## src/rtl/wb_arb_pkg.sv

```systemverilog
// Shared encodings for the two-master Wishbone RAM arbiter.
// Provides the FSM state type and the master index constants.
package wb_arb_pkg;

    typedef enum logic [1:0] {
        ST_IDLE = 2'd0,
        ST_OWN0 = 2'd1,
        ST_OWN1 = 2'd2
    } arb_state_e;

    // Master indices: m0 is the CPU instruction port, m1 the data port.
    localparam logic M_INST = 1'b0;
    localparam logic M_DATA = 1'b1;

endpackage

```

## src/rtl/wb_arb_pick.sv

```systemverilog
// Combinational grant picker for two requesters.
// Chooses fixed data-port priority or alternation on contention.
module wb_arb_pick
    import wb_arb_pkg::*;
#(
    parameter bit ROUND_ROBIN = 1'b0
) (
    input  logic [1:0] req_i,
    input  logic       last_owner_i,
    output logic       grant_valid_o,
    output logic       grant_idx_o
);

    // NOTE: every output of an always_comb gets a default first so no path
    // through the block leaves it unassigned and infers a latch.
    always_comb begin
        grant_valid_o = |req_i;
        grant_idx_o   = M_INST;
        case (req_i)
            2'b01:   grant_idx_o = M_INST;
            2'b10:   grant_idx_o = M_DATA;
            2'b11:   grant_idx_o = ROUND_ROBIN ? ~last_owner_i : M_DATA;
            default: grant_idx_o = M_INST;
        endcase
    end

endmodule

```

## src/rtl/wb_ram_arbiter.sv

```systemverilog
// Two-master Wishbone classic arbiter in front of the single-port wb_ram.
// Define WB_ARB_TIMEOUT_EN to enable the hung-transfer watchdog (err abort).
module wb_ram_arbiter
    import wb_arb_pkg::*;
#(
    parameter int AW          = 32,
    parameter int DW          = 32,
    parameter bit ROUND_ROBIN = 1'b0,
    parameter int TIMEOUT     = 64,
    localparam int SW         = DW / 8
) (
    input  logic          clk,
    input  logic          reset,
    input  logic [AW-1:0] m0_addr,
    input  logic [DW-1:0] m0_wdata,
    input  logic [SW-1:0] m0_sel,
    input  logic          m0_we,
    input  logic          m0_cyc,
    input  logic          m0_stb,
    output logic [DW-1:0] m0_rdata,
    output logic          m0_ack,
    output logic          m0_err,
    input  logic [AW-1:0] m1_addr,
    input  logic [DW-1:0] m1_wdata,
    input  logic [SW-1:0] m1_sel,
    input  logic          m1_we,
    input  logic          m1_cyc,
    input  logic          m1_stb,
    output logic [DW-1:0] m1_rdata,
    output logic          m1_ack,
    output logic          m1_err,
    output logic [AW-1:0] s_addr,
    output logic [DW-1:0] s_wdata,
    output logic [SW-1:0] s_sel,
    output logic          s_we,
    output logic          s_cyc,
    output logic          s_stb,
    input  logic [DW-1:0] s_rdata,
    input  logic          s_ack
);

    arb_state_e state_q, state_d;
    logic       last_q, last_d;
    logic       grant_valid, grant_idx;
    logic       own0, own1;
    logic       owner_cyc, owner_stb;
    logic       timeout_hit;

    wb_arb_pick #(
        .ROUND_ROBIN(ROUND_ROBIN)
    ) u_pick (
        .req_i        ({m1_cyc, m0_cyc}),
        .last_owner_i (last_q),
        .grant_valid_o(grant_valid),
        .grant_idx_o  (grant_idx)
    );

    // Reset gates ownership immediately so the slave sees an idle bus
    // during reset, not only after the next edge.
    assign own0      = (state_q == ST_OWN0) && !reset;
    assign own1      = (state_q == ST_OWN1) && !reset;
    assign owner_cyc = (own0 && m0_cyc) || (own1 && m1_cyc);
    assign owner_stb = (own0 && m0_stb) || (own1 && m1_stb);

    always_comb begin
        state_d = state_q;
        last_d  = last_q;
        if (timeout_hit) begin
            state_d = ST_IDLE;
        end else if (!((state_q == ST_OWN0 && m0_cyc) ||
                       (state_q == ST_OWN1 && m1_cyc))) begin
            if (grant_valid) begin
                state_d = (grant_idx == M_DATA) ? ST_OWN1 : ST_OWN0;
                last_d  = grant_idx;
            end else begin
                state_d = ST_IDLE;
            end
        end
    end

    // NOTE: sequential state is written with non-blocking assignments so
    // every register samples the pre-edge values of its peers.
    always_ff @(posedge clk) begin
        if (reset) begin
            state_q <= ST_IDLE;
            last_q  <= M_INST;
        end else begin
            state_q <= state_d;
            last_q  <= last_d;
        end
    end

`ifdef WB_ARB_TIMEOUT_EN
    localparam int CW = ($clog2(TIMEOUT) > 8) ? $clog2(TIMEOUT) : 8;

    logic [CW-1:0] wd_cnt_q, wd_cnt_d;

    // The count restarts whenever the bus changes hands or the slave answers.
    assign timeout_hit = owner_cyc && owner_stb && (wd_cnt_q == CW'(TIMEOUT - 1));

    always_comb begin
        wd_cnt_d = wd_cnt_q;
        if (state_d != state_q || s_ack) begin
            wd_cnt_d = '0;
        end else if (owner_cyc && owner_stb) begin
            wd_cnt_d = wd_cnt_q + CW'(1);
        end
    end

    always_ff @(posedge clk) begin
        if (reset) begin
            wd_cnt_q <= '0;
        end else begin
            wd_cnt_q <= wd_cnt_d;
        end
    end

    assign m0_err = timeout_hit && own0;
    assign m1_err = timeout_hit && own1;
`else
    assign timeout_hit = 1'b0;
    assign m0_err      = 1'b0;
    assign m1_err      = 1'b0;
`endif

    always_comb begin
        s_addr  = '0;
        s_wdata = '0;
        s_sel   = '0;
        s_we    = 1'b0;
        s_cyc   = 1'b0;
        s_stb   = 1'b0;
        if (own0) begin
            s_addr  = m0_addr;
            s_wdata = m0_wdata;
            s_sel   = m0_sel;
            s_we    = m0_we;
            s_cyc   = m0_cyc && !timeout_hit;
            s_stb   = m0_stb;
        end else if (own1) begin
            s_addr  = m1_addr;
            s_wdata = m1_wdata;
            s_sel   = m1_sel;
            s_we    = m1_we;
            s_cyc   = m1_cyc && !timeout_hit;
            s_stb   = m1_stb;
        end
    end

    assign m0_ack   = s_ack && own0;
    assign m1_ack   = s_ack && own1;
    assign m0_rdata = s_rdata;
    assign m1_rdata = s_rdata;

endmodule

```

## config.mk

```make
export PLATFORM = sky130hd
export DESIGN_NAME = wb_ram_arbiter
export DESIGN_NICKNAME = d
export VERILOG_FILES = /design/src/rtl/wb_arb_pkg.sv /design/src/rtl/wb_arb_pick.sv /design/src/rtl/wb_ram_arbiter.sv
export SDC_FILE = /design/constraint.sdc
export NUM_CORES = 1
export LEC_CHECK = 0
export CAP_MARGIN = 30
export CELL_PAD_IN_SITES_DETAIL_PLACEMENT = 0
export CELL_PAD_IN_SITES_GLOBAL_PLACEMENT = 1
export CORE_MARGIN = 3
export CORE_UTILIZATION = 19
export CTS_CLUSTER_DIAMETER = 60
export CTS_CLUSTER_SIZE = 8
export DETAILED_ROUTE_END_ITERATION = 10
export GPL_TIMING_DRIVEN = 0
export PLACE_DENSITY = 0.95
export REMOVE_ABC_BUFFERS = 1
export SYNTH_ARGS = -nofsm -noshare
export SYNTH_HDL_FRONTEND = slang
export SYNTH_SLANG_ARGS = --single-unit
```

## constraint.sdc

```tcl
create_clock -name clk -period 2.6 [get_ports clk]
set_input_delay 0.52 -clock clk [delete_from_list [all_inputs] [get_ports clk]]
set_output_delay 0.52 -clock clk [all_outputs]
set_load 0.03 [all_outputs]
```

Word-level counts from Yosys, hierarchy flattened:

Index checks and enable logic that the tools add are counted.

* register bits after elaboration: 2
* latch bits: 0
* memory bits (writable): 0
* memory bits (read-only): 0
* bits of input ports: 177
* output and inout bits: 139
* logic and storage cells: 30
* memories kept: 0

* add/sub/neg operators: 0
* multiply operators: 0
* divide/modulo/power cells: 0
* magnitude comparators: 0
* equal/unequal tests: 4
* shift-type cells: 0
* muxes and demuxes: 15
* bitwise logic cells: 0
* reductions and logical operators: 10

Operator list (count)
* $mux W32: 4
* $mux W4: 2
* $mux W1: 7
* $eq A2 B2 Y1 const B: 3
* $logic_and A1 B1 Y1: 6
* $mux W2: 2
* $reduce_or A2 Y1: 2
* $eq A2 B1 Y1 const B: 1
* $logic_not A1 Y1: 1
* $logic_or A1 B1 Y1: 1

Longest topological paths before layout:

Gate-level depths: netlist (run 1).

* depth in word-level cells: 5
* depth in mapped cells: 4
* depth with buffers taken out: 2

Cells and area by module:

Synthesis (run 1) repeated with hierarchy kept, for this count alone.

* cell total of the unflattened synthesis: 172
* area, all modules: 1457.6 sq um

Modules (own cells, without submodules)
* wb_ram_arbiter: instances 1, cells an instance 170, area an instance 1447.6 sq um, seq. area each 60.1 sq um
* wb_arb_pick: instances 1, cells an instance 2, area an instance 10.0 sq um, seq. area each 0.0 sq um

Least setup slack after synthesis (run 1):

No wires, ideal clock.

* path kind: input-to-output
* start: input reset
* end: output s_addr[0]
* data arrival time: 1455 ps
* required time: 2080 ps
* path slack: 625 ps
* stages: 4
* buffers on the path: 3
* path through: buf_6 buf_6 buf_6 o32ai_2

* word-level cells in the longest chain between the ends: 4
* elaborated cells on any way between the ends: 5
* classes of those cells: mux (2); reduce/logical (3)

RTL lines
* from (decl): line wb_ram_arbiter.sv:13 `input logic reset,`
* $logic_not A1 Y1 *: line wb_ram_arbiter.sv:60, wb_ram_arbiter.sv:61
* $logic_and A1 B1 Y1: line wb_ram_arbiter.sv:61 `assign own1 = (state_q == ST_OWN1) && !reset;`
* $mux W32: line wb_ram_arbiter.sv:140 `end else if (own1) begin`
* $mux W32 *: line wb_ram_arbiter.sv:133 `if (own0) begin`
* to (decl): line wb_ram_arbiter.sv:32 `output logic [AW-1:0] s_addr,`

Mark *: on every way between the ends. The rest lies on a longest branch, timed or not.

Worst setup path in the final report (run 1):

* start: input reset
* end: output s_wdata[4]

* word-level cells in the longest chain between the ends: 4
* elaborated cells on any way between the ends: 5
* classes of those cells: mux (2); reduce/logical (3)

RTL lines
* $logic_not A1 Y1 *: line wb_ram_arbiter.sv:60, wb_ram_arbiter.sv:61
* $logic_and A1 B1 Y1: line wb_ram_arbiter.sv:61
* $mux W32: line wb_ram_arbiter.sv:140
* $mux W32 *: line wb_ram_arbiter.sv:133
* to (decl): line wb_ram_arbiter.sv:33 `output logic [DW-1:0] s_wdata,`

Marked as above.

==> flow_summary_export.csv, run 1 <==
group,metric,value,unit
final_layout,largest_register,"state_q",
power_and_ir_drop,p_leak,0.00212,µW
yosys,yosysSeqAreaShare,1.48,%
floorplan,die_y,126,µm
place,io_buffers,217,
yosys,synth_common_cells,"nand2b_1 (75), buf_4 (73), inv_1 (71)",
clocking,clk_pin_slew,0.03,ns
power_and_ir_drop,vdd_drop_max,0.366,mV
timing,setup_viol,0,
yosys,synth_area_leaders,"o32ai_2 (42%), buf_4 (20%), nand2b_1 (17%), inv_1 (9.8%), buf_6 (7.1%)",
final_layout,final_nets,638,
setup_path,worst-path-stages,4,
timing,min_period_over_period,98.8,%
hold_path,hold_start,"state_q[1]$_SDFFE_PP0N_",
timing,whs,0.609,ns
detailed_routing,viasPerCell,4.34,
clocking,tritoncts,"done",
yosys,post-synth-top-count-cell,"nand2b_1",
global_routing,grt_pass1_wl,17000,µm
setup_path,cp-start-kind,"input pin",
timing,grt_setup_unrepaired,"no",
place,dp_hpwl,9430,µm
floorplan,start_util,19.5,%
global_routing,grt_max_degree,73,
yosys,yosys.area.top_type,"o32ai_2",
run,max_cap_viol_count,0,
floorplan,num_rows,43,
timing,skew,0.0000911,ns
yosys,synth.distinct_cells,13,
timing,drv_slew,0,
floorplan,die_w,126,µm
detailed_routing,ant_nets,0,
clocking,cts-buffers-inserted,3,
timing,finalSetupTns,0,ns
final_layout,n_fill_cell,1430,
floorplan,coreArea,13900,µm²
timing,max_freq,0.389,GHz
setup_path,crit_type,"input pin to output pin",
setup_path,ff2ff_setup_slack,1.44,ns
setup_path,worstPathArrival,2.05,ns
setup_path,r2r_end,"state_q[0]$_SDFFE_PP0N_",
yosys,synth_flop_cell,"dfxtp_1",
hold_path,worstHoldEndpoint,"state_q[1]$_SDFFE_PP0N_",
yosys,synth_seq_cells,2,
yosys,synth_edf_count,0,
floorplan,dieArea,15800,µm²
yosys,synth_warnings,0,
final_layout,drive_above_1_share,20.0,%
clocking,clkSinkCount,2,
final_layout,area_growth,70.0,%
clocking,cts-root-buf,"clkbuf_16",
final_layout,reg_top3,"state_q: 2 flops",
detailed_routing,drt-initial-drc-count,76,
detailed_routing,remaining_drc_errors,0,
setup_path,critPathTopFamily,"buffers and inverters",
detailed_routing,finalWirelength,11900,µm
setup_path,cp_slowest_cell,"clkdlybuf4s50_1",
yosys,syn_area_per_cell,8.43,µm²
yosys,synth_area,2710,µm²
clocking,htreeDepth,1,
setup_path,cp_num_buf_inv,3,
place,globalplace.congestion,0.807,
setup_path,cp_cell_sequence,"buf_12 -> clkbuf_16 -> o32ai_2 -> clkdlybuf4s50_1",
setup_path,worst-path-max-fanout,73,
yosys,ys_async_sr_fraction,0,%
timing,fin_crit,2.57,ns
setup_path,cp.required,2.08,ns
final_layout,largest_register_ffs,2,
detailed_routing,routedWlPerCell,18.6,µm
clocking,cts_buffer_depth,2,
detailed_routing,vias,2773,
final_layout,antenna_cells,0,
global_routing,antenna_found_initial,0,
status,outcome,"finished, final reports clean",
clocking,insertion_delay,0.22,ns
setup_path,slowest_delay,0.71,ns
timing,hold_viol_final,0,
hold_path,hold_depth,2,
global_routing,grt_use_total,13.7,%
setup_path,r2r_start,"state_q[1]$_SDFFE_PP0N_",
yosys,synth_top_area_share,42.0,%
global_routing,globalRouteOverflowTotal,0,
setup_path,rr_worst_depth,2,
hold_path,hold_class,"flop to flop",
detailed_routing,drt_first_pass_iters,4,
global_routing,grt_pass1_vias,2855,
floorplan,ioPinCount,316,
setup_path,worstSetupEndpointType,"output pin",
yosys,postSynthCellCount,322,
power_and_ir_drop,p_per_area,204,nW/µm²
-- report_power, final --
part | switching (µW) | internal (µW) | total [µW]
combinational | 309 | 365 | 674
sequential | 4.39 | 32.6 | 37.0
clock | 34.3 | 196 | 230
-- metal layers --
| metal | routed length (µm) | part of all wire (%) | global-route usage, % | up-vias |
|---|---|---|---|---|
| met3 | 2140 | 18 | 11.3 | 8 |
| met4 | 61 | 0.51 | 1.34 | 2 |
| li1 | - | - | - | 1286 |
| met1 | 4410 | 37 | 15.6 | 1277 |
| met2 | 5210 | 44 | 20.2 | 200 |
| met5 | 64 | 0.54 | 4.02 | - |
-- cells by family (layout without fill, tap and decap cells) --
| kind of cell | after synthesis | after routing | share of synthesized area (%) |
|---|---|---|---|
| AO/OA/AOI/OAI | 73 | 73 | 42.6 |
| other | 1 | 2 | 0.138 |
| buffers and inverters | 169 | 303 | 38.2 |
| AND/OR/NAND/NOR | 77 | 79 | 17.6 |
| flip-flops | 2 | 2 | 1.48 |
-- final cells by class --
| class | instances | area, µm² | share of cell area [%] |
|---|---|---|---|
| Timing Repair Buffer | 229 | 2320 | 50.4 |
| Multi-Input combinational cell | 154 | 1680 | 36.5 |
| Inverter | 71 | 267 | 5.78 |
| Tap cell | 180 | 225 | 4.88 |
| Clock buffer | 3 | 75.1 | 1.63 |
| Sequential cell | 2 | 40.0 | 0.868 |
-- stage by stage --
stage	instance area (µm²)	power, µW	util, %	setup slack (ns)	std cells
floorplan	1950	327	-	-1.52	225
global placement	4340	702	31.2	-3.84	622
detailed placement	4430	709	31.8	-0.396	625
CTS	4490	933	32.2	-0.00174	630
global route	4610	994	33.1	0.00357	639
finish	4610	941	33.1	0.0313	639
-- worst min-delay path: cells and delay by family, from the launching register on --
kind                   cells  cell delay [ns]
buffers and inverters      1             0.09
AO/OA/AOI/OAI              1             0.07
flip-flops                 1             0.40
-- how the worst max path moves through the flow --
| stage | startpoint | endpoint | slack [ns] |
|---|---|---|---|
| after floorplan | state_q[0]$_SDFFE_PP0N_ | s_cyc | -1.52 |
| after global placement | reset | s_wdata[21] | -3.84 |
| after detailed placement | reset | s_wdata[27] | -0.40 |
| after CTS | state_q[1]$_SDFFE_PP0N_ | s_addr[20] | -0.002 |
| after global routing | reset | s_wdata[15] | 0.004 |
| final | reset | s_wdata[4] | 0.03 |
-- placed cells by master (no fill, tap or decap) --
cell type	count
inv_1	71
clkbuf_2	2
a31oi_1	1
buf_16	2
o32ai_2	70
clkbuf_16	4
nand2b_1	73
nor2_1	2
conb_1	2
dfxtp_1	2
dlygate4sd2_1	43
nand2b_4	4
dlymetal6s2s_1	13
a21oi_1	1
o22ai_1	1
buf_4	7
clkdlybuf4s50_1	158
buf_12	3
-- repair_timing --
| action | in CTS | in global routing |
|---|---|---|
| cloned | 2 | 1 |
| gates resized for setup | 49 | 18 |
| hold buffers | 0 | 0 |
| setup buffers | 0 | 8 |
| setup endpoints to repair | 71 | 36 |
Power figures use the tool's default switching activity.
==> run 2, diff against run 1 <==
--- a/config.mk
+++ b/config.mk
@@ -11,7 +11,6 @@
 export CORE_MARGIN = 3
 export CORE_UTILIZATION = 19
 export CTS_CLUSTER_DIAMETER = 60
-export CTS_CLUSTER_SIZE = 8
 export DETAILED_ROUTE_END_ITERATION = 10
 export GPL_TIMING_DRIVEN = 0
 export PLACE_DENSITY = 0.95
==> results of run 2 <==
Same layout as run 1: the final DEF is identical, and so are final timing and power.
==> run 3, diff against run 2 <==
--- a/config.mk
+++ b/config.mk
@@ -5,7 +5,7 @@
 export SDC_FILE = /design/constraint.sdc
 export NUM_CORES = 1
 export LEC_CHECK = 0
-export CAP_MARGIN = 30
+export CAP_MARGIN = 20
 export CELL_PAD_IN_SITES_DETAIL_PLACEMENT = 0
 export CELL_PAD_IN_SITES_GLOBAL_PLACEMENT = 1
 export CORE_MARGIN = 3
==> run 3 against run 2 <==
Fmax did not move. Non-clock buffer count is the same. Die area unchanged. Sequential cell count unchanged. Critical path depth did not move. Count of clock-buffer cells in the layout did not move. Utilization is the same. Wire length stayed put. Clock power barely moved. Worst hold slack stayed put. Combinational power barely moved.
==> flow_summary_export.csv, run 3 (synthesis gave the netlist of run 1 again) <==
group,metric,value,unit
setup_path,worstSetupEndpointType,"output pin",
clocking,cts-root-buf,"clkbuf_16",
clocking,cts_buffer_depth,2,
floorplan,dieArea,15800,µm²
setup_path,worst-path-max-fanout,73,
final_layout,antenna_cells,0,
place,io_buffers,217,
detailed_routing,routedWlPerCell,18.6,µm
global_routing,antenna_found_initial,0,
clocking,clkSinkCount,2,
final_layout,largest_register_ffs,2,
timing,setup_slack,0.0313,ns
place,dp_hpwl,9430,µm
global_routing,grt_use_total,13.7,%
hold_path,hold_class,"flop to flop",
power_and_ir_drop,p_per_area,204,nW/µm²
place,dp_slack,-0.396,ns
hold_path,hold_start,"state_q[1]$_SDFFE_PP0N_",
setup_path,cp-start-kind,"input pin",
setup_path,rr_worst_depth,2,
final_layout,area_growth,70.0,%
detailed_routing,viasPerCell,4.34,
timing,fin_crit,2.57,ns
global_routing,grt_max_degree,73,
timing,skew,0.0000911,ns
global_routing,grt_util_met2,20.2,%
timing,grt_setup_unrepaired,"no",
final_layout,regArea,40.0,µm²
detailed_routing,vias,2773,
floorplan,die_y,126,µm
hold_path,worstHoldEndpoint,"state_q[1]$_SDFFE_PP0N_",
setup_path,r2r_start,"state_q[1]$_SDFFE_PP0N_",
final_layout,finish.utilization,33.1,%
final_layout,n_fill_cell,1430,
detailed_routing,remaining_drc_errors,0,
clocking,insertion_delay,0.22,ns
global_routing,globalRouteOverflowTotal,0,
final_layout,multi_input_area,1680,µm²
setup_path,ff2ff_setup_slack,1.44,ns
final_layout,drive_above_1_share,20.0,%
global_routing,grt_pass1_wl,17000,µm
floorplan,ioPinCount,316,
setup_path,worstPathArrival,2.05,ns
timing,min_period_over_period,98.8,%
detailed_routing,drt-initial-drc-count,76,
detailed_routing,drt_first_pass_iters,4,
timing,hold_viol_final,0,
floorplan,die_w,126,µm
floorplan,coreArea,13900,µm²
setup_path,cp.required,2.08,ns
place,globalplace.congestion,0.807,
setup_path,r2r_end,"state_q[0]$_SDFFE_PP0N_",
final_layout,final_common_cell,"clkdlybuf4s50_1",
timing,drv_slew,0,
final_layout,largest_register,"state_q",
global_routing,grt_use_met1,15.6,%
status,outcome,"finished, final reports clean",
timing,max_freq,0.389,GHz
final_layout,reg_top3,"state_q: 2 flops",
clocking,htreeDepth,1,
hold_path,hold_depth,2,
final_layout,final_cell_mix,"clkdlybuf4s50_1 (158), nand2b_1 (73), inv_1 (71), o32ai_2 (70), dlygate4sd2_1 (43)",
floorplan,num_rows,43,
clocking,cts-buffers-inserted,3,
power_and_ir_drop,p_leak,0.00212,µW
run,max_cap_viol_count,0,
timing,finalSetupTns,0,ns
setup_path,crit_type,"input pin to output pin",
global_routing,use_met3,11.3,%
floorplan,start_util,19.5,%
timing,setup_viol,0,
clocking,clk_pin_slew,0.03,ns
detailed_routing,ant_nets,0,
final_layout,final_nets,638,
clocking,tritoncts,"done",
detailed_routing,finalWirelength,11900,µm
global_routing,grt_pass1_vias,2855,
power_and_ir_drop,vdd_drop_max,0.366,mV
global_routing,busiest_layer,"met2",
## run 3: layer usage
| metal | up-vias | routed length (µm) |
|---|---|---|
| met5 | - | 64 |
| met4 | 2 | 61 |
| met3 | 8 | 2140 |
| met2 | 200 | 5210 |
| met1 | 1277 | 4410 |
| li1 | 1286 | - |
## run 3: how the worst max path moves through the flow
stage / start / to / slack, ns / depth (start not counted)
2_1_floorplan: state_q[0]$_SDFFE_PP0N_ / s_cyc / -1.52 / 2
3_3_place_gp: reset / s_wdata[21] / -3.84 / 4
3_5_place_dp: reset / s_wdata[27] / -0.40 / 5
4_1_cts: state_q[1]$_SDFFE_PP0N_ / s_addr[20] / -0.002 / 3
5_1_grt: reset / s_wdata[15] / 0.004 / 4
6_report: reset / s_wdata[4] / 0.03 / 4
## run 3: layout make-up
type                    count  share of cell area [%]
flip-flops and latches      2                   0.868
multi-input cells         154                    36.5
well taps                 180                    4.88
repair buffers            229                    50.4
inverters                  71                    5.78
clock buffers               3                    1.63
## run 3: through the flow
step | total power, µW | cells | hold WS, ns | instance area (µm²)
detailed placement | 709 | 625 | 0.504 | 4430
floorplan | 327 | 225 | 0.437 | 1950
CTS | 933 | 630 | 0.612 | 4490
finish | 941 | 639 | 0.609 | 4610
global placement | 702 | 622 | 0.449 | 4340
global route | 994 | 639 | 0.635 | 4610
## run 3: power breakdown
group | internal (µW) | switching [µW] | leakage [µW]
sequential | 32.6 | 4.39 | 0.0000166
clock | 196 | 34.3 | 0.0000370
combinational | 365 | 309 | 0.00207
total | 593 | 348 | 0.00212
## run 3: worst max-delay path: stages
cell and delay (ns):
buf_12 0.17, clkbuf_16 0.28, o32ai_2 0.28, clkdlybuf4s50_1 0.71
## run 3: timing repair
item,in CTS,in global routing
setup buffers,0,8
setup endpoints to repair,71,36
cloned,2,1
hold buffers,0,0
gates resized for setup,49,18
